--- src/rtl/spi_flash_bridge_if.sv ---
// Sysbus-side signals of spi_flash_bridge: the master drives address and write strobe,
// the bridge returns data, its data-bus enable and ready.
interface spi_flash_bridge_if;
  logic [15:0] addr;
  logic        we;
  logic [7:0]  q;
  logic        drive;
  logic        rdy;

  modport master (output addr, we, input q, drive, rdy);
  modport slave  (input addr, we, output q, drive, rdy);
endinterface

--- src/rtl/spi_flash_bridge.sv ---
// Read-only sysbus window onto an SPI NOR flash (READ 0x03, mode 0) with a one-byte hit register.
// Define SPI_FLASH_STREAM_EN to keep CS asserted and continue sequential reads without a new command.
module spi_flash_bridge #(
  parameter logic [15:0] BASE         = 16'h8000,
  parameter logic [15:0] SIZE         = 16'h4000,
  parameter logic [23:0] FLASH_OFFSET = 24'h000000,
  parameter int unsigned SCK_DIV      = 1
) (
  input  logic                clk,
  input  logic                reset,
  spi_flash_bridge_if.slave   bus,
  output logic                spi_cs_n,
  output logic                spi_sck,
  output logic                spi_mosi,
  input  logic                spi_miso
);

  typedef enum logic [2:0] {
    IDLE,
    CMD,
    DATA,
    DONE
`ifdef SPI_FLASH_STREAM_EN
    ,
    STREAM,
    GAP
`endif
  } state_t;

  localparam logic [8:0] DIV_LAST = 9'(SCK_DIV - 1);
`ifdef SPI_FLASH_STREAM_EN
  localparam logic [8:0] GAP_LAST = 9'(2 * SCK_DIV - 1);
`endif

  state_t      state;
  logic [15:0] lat_addr;
  logic [15:0] hit_addr;
  logic        hit_valid;
  logic [7:0]  q_r;
  logic [7:0]  sh_in;
  logic [31:0] sh_out;
  logic [5:0]  bit_cnt;
  logic [8:0]  cnt;
  logic        sel;
  logic        hit;
  logic        rd_miss;

  // 17-bit compare so a window ending at 16'hFFFF still decodes
  assign sel = ({1'b0, bus.addr} >= {1'b0, BASE}) &&
               ({1'b0, bus.addr} < ({1'b0, BASE} + {1'b0, SIZE}));
  assign hit       = hit_valid && (hit_addr == bus.addr);
  assign rd_miss   = sel && !bus.we && !hit;
  assign bus.drive = sel && !bus.we;
  assign bus.rdy   = reset || !sel || bus.we || hit;
  assign bus.q     = q_r;

  function automatic logic [31:0] cmd_frame(input logic [15:0] a);
    logic [15:0] off;
    logic [23:0] fa;
    off = a - BASE;
    fa  = FLASH_OFFSET + {8'h00, off};
    return {8'h03, fa};
  endfunction

  always_ff @(posedge clk) begin
    if (reset) begin
      state     <= IDLE;
      spi_cs_n  <= 1'b1;
      spi_sck   <= 1'b0;
      spi_mosi  <= 1'b0;
      q_r       <= '0;
      hit_valid <= 1'b0;
      hit_addr  <= '0;
      lat_addr  <= '0;
      sh_out    <= '0;
      sh_in     <= '0;
      bit_cnt   <= '0;
      cnt       <= '0;
    end else begin
      case (state)
        IDLE: begin
          if (rd_miss) begin
            lat_addr              <= bus.addr;
            {spi_mosi, sh_out}    <= {cmd_frame(bus.addr), 1'b0};
            bit_cnt               <= 6'd31;
            cnt                   <= DIV_LAST;
            spi_cs_n              <= 1'b0;
            state                 <= CMD;
          end
        end
        // Shared bit engine: low half then high half; MISO sampled as SCK rises,
        // MOSI advanced as SCK falls.
        CMD, DATA: begin
          if (cnt != '0) begin
            cnt <= cnt - 9'd1;
          end else begin
            cnt <= DIV_LAST;
            if (!spi_sck) begin
              spi_sck <= 1'b1;
              if (state == DATA) sh_in <= {sh_in[6:0], spi_miso};
            end else begin
              spi_sck <= 1'b0;
              if (bit_cnt != '0) begin
                bit_cnt <= bit_cnt - 6'd1;
                if (state == CMD) {spi_mosi, sh_out} <= {sh_out, 1'b0};
              end else if (state == CMD) begin
                bit_cnt  <= 6'd7;
                spi_mosi <= 1'b0;
                state    <= DATA;
              end else begin
                q_r       <= sh_in;
                hit_addr  <= lat_addr;
                hit_valid <= 1'b1;
                state     <= DONE;
              end
            end
          end
        end
        DONE: begin
`ifdef SPI_FLASH_STREAM_EN
          state <= STREAM;
`else
          spi_cs_n <= 1'b1;
          state    <= IDLE;
`endif
        end
`ifdef SPI_FLASH_STREAM_EN
        STREAM: begin
          if (rd_miss) begin
            lat_addr <= bus.addr;
            if ({1'b0, bus.addr} == ({1'b0, lat_addr} + 17'd1)) begin
              bit_cnt <= 6'd7;
              cnt     <= DIV_LAST;
              state   <= DATA;
            end else begin
              spi_cs_n <= 1'b1;
              cnt      <= GAP_LAST;
              state    <= GAP;
            end
          end
        end
        GAP: begin
          if (cnt != '0) begin
            cnt <= cnt - 9'd1;
          end else begin
            {spi_mosi, sh_out} <= {cmd_frame(lat_addr), 1'b0};
            bit_cnt            <= 6'd31;
            cnt                <= DIV_LAST;
            spi_cs_n           <= 1'b0;
            state              <= CMD;
          end
        end
`endif
        default: state <= IDLE;
      endcase
    end
  end

endmodule

--- src/flat_wrapper.sv ---
// flat-port wrapper written by rule: the top's interface ports become plain ports
module spi_flash_bridge_flat 
#(
  parameter logic [15:0] BASE         = 16'h8000,
  parameter logic [15:0] SIZE         = 16'h4000,
  parameter logic [23:0] FLASH_OFFSET = 24'h000000,
  parameter int unsigned SCK_DIV      = 1
)
  (clk, reset, spi_cs_n, spi_sck, spi_mosi, spi_miso, bus_addr, bus_we, bus_q, bus_drive, bus_rdy);
  spi_flash_bridge_if bus_i ();
  input  logic clk;
  input  logic reset;
  output logic spi_cs_n;
  output logic spi_sck;
  output logic spi_mosi;
  input  logic spi_miso;
  input wire logic [$bits(bus_i.addr)-1:0] bus_addr;
  input wire logic [$bits(bus_i.we)-1:0] bus_we;
  output wire logic [$bits(bus_i.q)-1:0] bus_q;
  output wire logic [$bits(bus_i.drive)-1:0] bus_drive;
  output wire logic [$bits(bus_i.rdy)-1:0] bus_rdy;
  assign bus_i.addr = bus_addr;
  assign bus_i.we = bus_we;
  assign bus_q = bus_i.q;
  assign bus_drive = bus_i.drive;
  assign bus_rdy = bus_i.rdy;
  spi_flash_bridge #(.BASE(BASE), .SIZE(SIZE), .FLASH_OFFSET(FLASH_OFFSET), .SCK_DIV(SCK_DIV)) u_core (.clk(clk), .reset(reset), .bus(bus_i), .spi_cs_n(spi_cs_n), .spi_sck(spi_sck), .spi_mosi(spi_mosi), .spi_miso(spi_miso));
endmodule
--- config.mk ---
export PLATFORM = sky130hd
export DESIGN_NAME = spi_flash_bridge_flat
export DESIGN_NICKNAME = d
export VERILOG_FILES = /design/src/rtl/spi_flash_bridge_if.sv /design/src/rtl/spi_flash_bridge.sv /design/src/flat_wrapper.sv
export SDC_FILE = /design/constraint.sdc
export NUM_CORES = 1
export LEC_CHECK = 0
export ABC_AREA = 1
export ABC_CLOCK_PERIOD_IN_PS = 2300
export CAP_MARGIN = 20
export CORE_ASPECT_RATIO = 0.75
export CORE_MARGIN = 3
export CORE_UTILIZATION = 40
export DETAILED_ROUTE_END_ITERATION = 7
export SYNTH_ARGS = -nofsm -noshare
export SYNTH_HDL_FRONTEND = slang
export SYNTH_SLANG_ARGS = --single-unit
--- constraint.sdc ---
create_clock -name clk -period 2.3 [get_ports clk]
set_clock_uncertainty 0.15 [all_clocks]
set_input_delay 0.69 -clock clk [delete_from_list [all_inputs] [get_ports clk]]
set_output_delay 0.69 -clock clk [all_outputs]
set_load 0.01 [all_outputs]
==> results of run 1 <==
==> Yosys cell counts (all sizes together) <==
cell type / count / area share, %
ha: 8 / 2.1
or2: 2 / 0.26
xor2: 4 / 0.74
inv: 106 / 8.4
nor3: 7 / 1.2
xnor2: 3 / 0.55
o21ai: 74 / 7.8
dfxtp: 100 / 42
nor4: 1 / 0.13
nor3b: 1 / 0.16
buf: 20 / 2.8
nand3: 32 / 3.9
nor2: 90 / 7.3
a21boi: 1 / 0.16
a21oi: 74 / 8.0
clkbuf: 14 / 1.1
nand2: 153 / 13
nand4: 2 / 0.40
==> layer usage <==
layer / track usage (%) / up-vias / wire length, µm
li1: - / 2280 / -
met4: 6.215 / 0 / 198
met2: 27.49 / 79 / 5091
met1: 21.73 / 1934 / 5089
met3: 3.707 / 19 / 468
met5: 0 / - / 0
==> cell families after synthesis <==
logic type	Yosys count	share of synthesized area [%]
XOR/XNOR	7	1.295
buffers and inverters	140	12.36
AO/OA/AOI/OAI	149	15.96
flip-flops	100	42.27
AND/OR/NAND/NOR	288	26.00
adder cells (fa/ha/maj)	8	2.114
==> flip-flops by register name (all words and copies together), names as in the netlist <==
name and count:
u_core.lat_addr 16, u_core.state 2, u_core.spi_mosi 1, u_core.cnt 9
u_core.spi_sck 1, u_core.sh_in 8, u_core.hit_addr 16, u_core.sh_out 31
u_core.hit_valid 1, u_core.bus.q 8, u_core.bit_cnt 6, u_core.spi_cs_n 1
==> layout make-up <==
cell class | count | area (µm²)
clock buffer | 9 | 225.2
sequential | 100 | 2004
fill | 1095 | 5291
tap | 157 | 196.4
inverter | 106 | 407.9
timing repair buffer | 84 | 778.2
multi-input combinational | 452 | 2245
clock inverter | 7 | 82.58
==> timing repair <==
item / in CTS / in global routing
setup buffers: 12 / 7
pin swaps: 17 / 22
resized for setup: 92 / 42
setup endpoints to repair: 59 / 34
cloned: 0 / 1
==> power by group through the flow <==
stage | Combinational [mW] | Clock, mW | Sequential [mW]
5_1_grt | 3.27 | 1.68 | 2.44
2_1_floorplan | 2.00 | 0 | 2.38
6_report | 2.82 | 1.57 | 2.40
4_1_cts | 2.71 | 1.60 | 2.39
3_3_place_gp | 2.63 | 0 | 2.41
3_5_place_dp | 2.68 | 0 | 2.43
==> worst min-delay path, delay by kind of cell (launching register included) <==
family	cells	cell delay, ns
buffers and inverters	1	0.03
flip-flops	1	0.31
AND/OR/NAND/NOR	1	0.07
==> through the flow <==
| step | std cells | TNS, ns | hold WS (ns) |
|---|---|---|---|
| final | 915 | -0.02189 | 0.3040 |
| after global routing | 915 | -0.5552 | 0.3176 |
| after CTS | 907 | -0.08820 | 0.3071 |
| after detailed placement | 879 | -37.55 | 0.2958 |
| after global placement | 879 | -35.07 | 0.2881 |
| after floorplan | 692 | 0 | 0.2797 |
==> final timing paths <==
check                      startpoint                  end  slack (ns)
hold reg to reg   u_core.lat_addr[14]  u_core.lat_addr[14]        0.30
hold / removal    u_core.lat_addr[14]  u_core.lat_addr[14]        0.30
setup / recovery                reset              bus_rdy       -0.02
setup reg to reg    u_core.bit_cnt[0]  u_core.hit_addr[10]        0.21
==> reports/results.txt, run 1 <==
clock transition at the registers of the reported paths -> 0.07 ns
Switch Pwr -> 2.655 mW
Starting Density -> 42.17%
fin worst setup slack -> -0.02189 ns
Clock power frac -> 23.1%
depth of the CTS H-tree -> 3
highest ir drop seen on vdd -> 450.8 µV
crit path kind -> in -> out
clock sink count -> 100
share of layout cells above drive strength 1 -> 19.13%
P&R area growth vs syn -> 25.42%
Critical Path RT -> 1.46 ns
drt initial violations -> 211
RSZ-0062 raised after global routing -> true
Final setup viols -> 1
Syn Std Cell Area -> 4736 µm²
worst hold-check path type -> reg -> reg
register area share after synthesis -> 42.27%
Design Power -> 6.789 mW
Cell Area, Placed -> 5374 µm²
max frequency -> 0.4307 GHz
Crit path depth -> 4
CP max stage delay -> 0.46 ns
I/O pin total -> 33
IO buf count -> 32
routed via count -> 4,312
Die X -> 131.6 µm
final WL -> 10.85 mm
Die H -> 100.2 µm
switching share of power -> 39.11%
first-pass GRT wire length -> 18.36 mm
worst reg2reg path depth -> 9
Antenna diodes -> 0
row cnt -> 33
Crit-path slowest cell -> clkdlybuf4s50_1
cells after synthesis -> 692
initial antenna violation count -> 0
Layout Utilization -> 52.89%
Max Root-Sink Buffers -> 2
TritonCTS clock tree -> built
commonest non-fill, non-tap cells in the layout -> nand2_1 (136), dfxtp_1 (98), inv_1 (91), nor2_1 (82), a21oi_1 (71)
cts bufs inserted -> 9
YS warnings -> 0
sequential power share -> 35.3%
vias per cell -> 4.713
gpl congestion -> 0.8528
Clk Latency, worst-skew pair -> 0.35 ns
drc violations -> 0
Mean Syn Cell Area -> 6.844 µm²
pre-CTS setup slack -> -0.9349 ns
status -> complete, but fails checks
Comb power frac -> 41.6%
maxcap violations -> 0
Synth Register Bits -> 100
number of global-route vias before repair -> 4,023
gr ovfl total -> 0
power per cell area -> 1143 nW/µm²
worst hold stages -> 2
Hold Vio Cnt, Final -> 0
antenna-violating nets left -> 0
worst path arrival time -> 1.48 ns
DP Wirelength -> 6.892 mm
Buf+Inv Stages, Crit Path -> 3
Net Count, Synth -> 720
drt wl/cell -> 11.86 µm
Core ar. -> 11,230 µm²
Startpoint Class -> input pin
Least-Margin Pin Slew -> 0.8448 ns
Final min period -> 2.322 ns
Tcrit/Tclk final -> 101.0%
critical path, cell by cell -> clkdlybuf4s50_1 > inv_2 > nand3_2 > buf_6
GRT Total Usage -> 16.70%
failing checks -> setup timing
Leakage -> 2.716 nW
post-synthesis cell type count -> 34
fin area -> 5939 µm²
Crit path max-delay family -> buffers and inverters
Worst Setup End Kind -> output pin
Root Driver -> clkbuf_16
Internal Power -> 4.133 mW
drt pass-1 iters -> 4
largest net degree at the start of global routing -> 90
CP Max Fanout -> 2
cts hold-fix bufs -> 0
die area -> 13,190 µm²
Nets -> 781
fin. max-slew vios -> 0
most common cell after layout, fill and taps aside -> nand2_1
Slew HR -> 43.68%
Power figures use the tool's default switching activity.
==> run 2: changes to the inputs <==
- GPL_TIMING_DRIVEN: not set -> 0
- HOLD_SLACK_MARGIN: not set -> 0.15
==> run 2 against run 1 <==
The run still ends with setup timing left. Combinational power is 4% higher. Non-clock buffer count rose by 4. Total power rose by 3.1%. Die area unchanged. Utilization about the same. Critical path type unchanged. Via count grew 2.3%. Largest power group unchanged. Sequential share of layout area about the same. Final cell count up 0.44%. Maximum frequency decreased by 1.6%. Clock power is 6% higher. Sequential power about the same. Routed wire length up 11%.
==> reports/results.txt, run 2 (synthesis results as in run 1) <==
Hold Startpoint -> u_core.lat_addr[1]
drt wl/cell -> 13.09 µm (+10%)
fin. max-slew vios -> 0 (unchanged)
Least-Margin Pin Slew -> 0.6220 ns (-0.2228 ns)
power per cell area -> 1180 nW/µm² (+3.2%)
Final setup viols -> 1 (unchanged)
Top reg by flops -> u_core.sh_out
CP Max Fanout -> 3 (+1)
first-pass GRT wire length -> 20.15 mm (+9.7%)
antenna-violating nets left -> 0 (unchanged)
final WL -> 12.03 mm (+11%)
Root Driver -> clkbuf_16
clock sink count -> 100 (unchanged)
vias per cell -> 4.801 (+1.9%)
initial antenna violation count -> 0 (unchanged)
commonest non-fill, non-tap cells in the layout -> nand2_1 (137), dfxtp_1 (97), inv_1 (90), nor2_1 (84), a21oi_1 (70)
Nets -> 785 (+0.51%)
Die X -> 131.6 µm (unchanged)
Cell Area, Placed -> 5253 µm² (-2.3%)
Max Root-Sink Buffers -> 2 (unchanged)
row cnt -> 33 (unchanged)
Leakage -> 2.701 nW (-0.56%)
Critical Path RT -> 1.46 ns (about the same)
drt pass-1 iters -> 5 (+1)
worst r2r src -> u_core.cnt[0]
drt initial violations -> 312 (+48%)
fin worst setup slack -> -0.05880 ns (-0.03691 ns)
share of layout cells above drive strength 1 -> 17.72% (-1.4 points)
Design Power -> 7.000 mW (+3.1%)
final setup TNS -> -0.05880 ns (-0.03691 ns)
Hold Vio Cnt, Final -> 0 (unchanged)
Largest register FFs -> 31 (unchanged)
Clk Latency, worst-skew pair -> 0.34 ns (about the same)
maxcap violations -> 0 (unchanged)
Min Hold Slack -> 0.2964 ns (-0.007595 ns)
fin area -> 5934 µm² (about the same)
crit path kind -> in -> out
Die H -> 100.2 µm (unchanged)
failing checks -> setup timing
I/O pin total -> 33 (unchanged)
highest ir drop seen on vdd -> 507.0 µV (+12%)
Slew HR -> 58.53% (+15 points)
biggest regs -> u_core.sh_out: 31 flops, u_core.hit_addr: 16 flops, u_core.lat_addr: 16 flops
Core ar. -> 11,230 µm² (unchanged)
gr ovfl total -> 0 (unchanged)
routed via count -> 4,412 (+2.3%)
clock transition at the registers of the reported paths -> 0.07 ns (about the same)
Worst Setup End Kind -> output pin
Antenna diodes -> 0 (unchanged)
cts bufs inserted -> 9 (unchanged)
Post-Layout Cell Count -> 919 (+0.44%)
gpl congestion -> 0.8696 (+2.0%)
Tcrit/Tclk final -> 102.6% (+1.6 points)
die area -> 13,190 µm² (unchanged)
DP Wirelength -> 8.357 mm (+21%)
Final min period -> 2.359 ns (+0.03691 ns)
status -> complete, but fails checks
most common cell after layout, fill and taps aside -> nand2_1
worst path arrival time -> 1.52 ns (+0.04 ns)
Worst setup startpoint -> bus_addr[0]
GRT Total Usage -> 18.77% (+2.1 points)
RSZ-0062 raised after global routing -> true
depth of the CTS H-tree -> 3 (unchanged)
worst hold-check path type -> reg -> reg
P&R area growth vs syn -> 25.31% (about the same)
IO buf count -> 32 (unchanged)
Startpoint Class -> input pin
drc violations -> 0 (unchanged)
Starting Density -> 42.17% (unchanged)
largest net degree at the start of global routing -> 18 (-80%)
placed insts -> 881 (+0.23%)
number of global-route vias before repair -> 4,067 (+1.1%)
max frequency -> 0.4239 GHz (-1.6%)
TritonCTS clock tree -> built
## run 2: changes by cell type in the layout (fill, tap and decap cells not counted), sizes merged
| cell | delta |
|---|---|
| bufinv | +1 |
| clkbuf | +16 |
| buf | -10 |
| clkinv | -1 |
| inv | -2 |
## run 2: final cells by class
| type | instances | area (µm²) |
|---|---|---|
| Clock inverter | 5 | 83.83 |
| Timing Repair Buffer | 55 | 539.3 |
| Fill cell | 1108 | 5296 |
| Sequential cell | 100 | 2006 |
| Clock buffer | 11 | 242.7 |
| Buffer | 33 | 214.0 |
| Inverter | 106 | 412.9 |
| Tap cell | 157 | 196.4 |
| Multi-Input combinational cell | 452 | 2240 |
## run 2: power breakdown
| part | internal [mW] | total (mW) | switching, mW |
|---|---|---|---|
| registers | 2.16 | 2.40 | 0.244 |
| logic | 1.13 | 2.93 | 1.80 |
| clock network | 0.988 | 1.67 | 0.681 |
| total | 4.28 | 7.00 | 2.72 |
## run 2: critical path, cell delays in order
cell and delay [ns]:
buf_6 0.08, inv_2 0.04, nand2_1 0.05, nand2_1 0.05, nor2_1 0.09, nand3_1 0.13
nor2_2 0.14, nand2_2 0.08, nand3_2 0.08, buf_6 0.10
## run 2: final timing paths
path	end	slack, ns	cells past startpoint
setup / recovery	bus_rdy	-0.06	10
hold / removal	u_core.hit_addr[1]	0.30	2
setup reg to reg	u_core.hit_addr[11]	0.12	9
hold reg to reg	u_core.hit_addr[1]	0.30	2
## run 2: metal layers
metal,GRT usage (%),share of wire [%],vias to the layer above
li1,-,-,2290
met4,5.085,0.99,0
met1,26.17,52,2043
met5,0,0,-
met2,29.62,45,67
met3,4.108,2.8,12
## run 2: repair_timing
item	4_1_cts	5_1_grt
pin swaps	17	20
hold buffers	0	0
gates resized for setup	102	51
gates cloned	0	2
setup endpoints to repair	65	83
setup buffers	10	12
## run 2: stage by stage
step	worst slack [ns]	utilization, %
final	-0.05880	52.84
after CTS	-0.07681	50.20
after detailed placement	-1.042	46.77
after global placement	-1.050	46.77
after floorplan	0.1808	-
after global routing	-0.1103	52.84
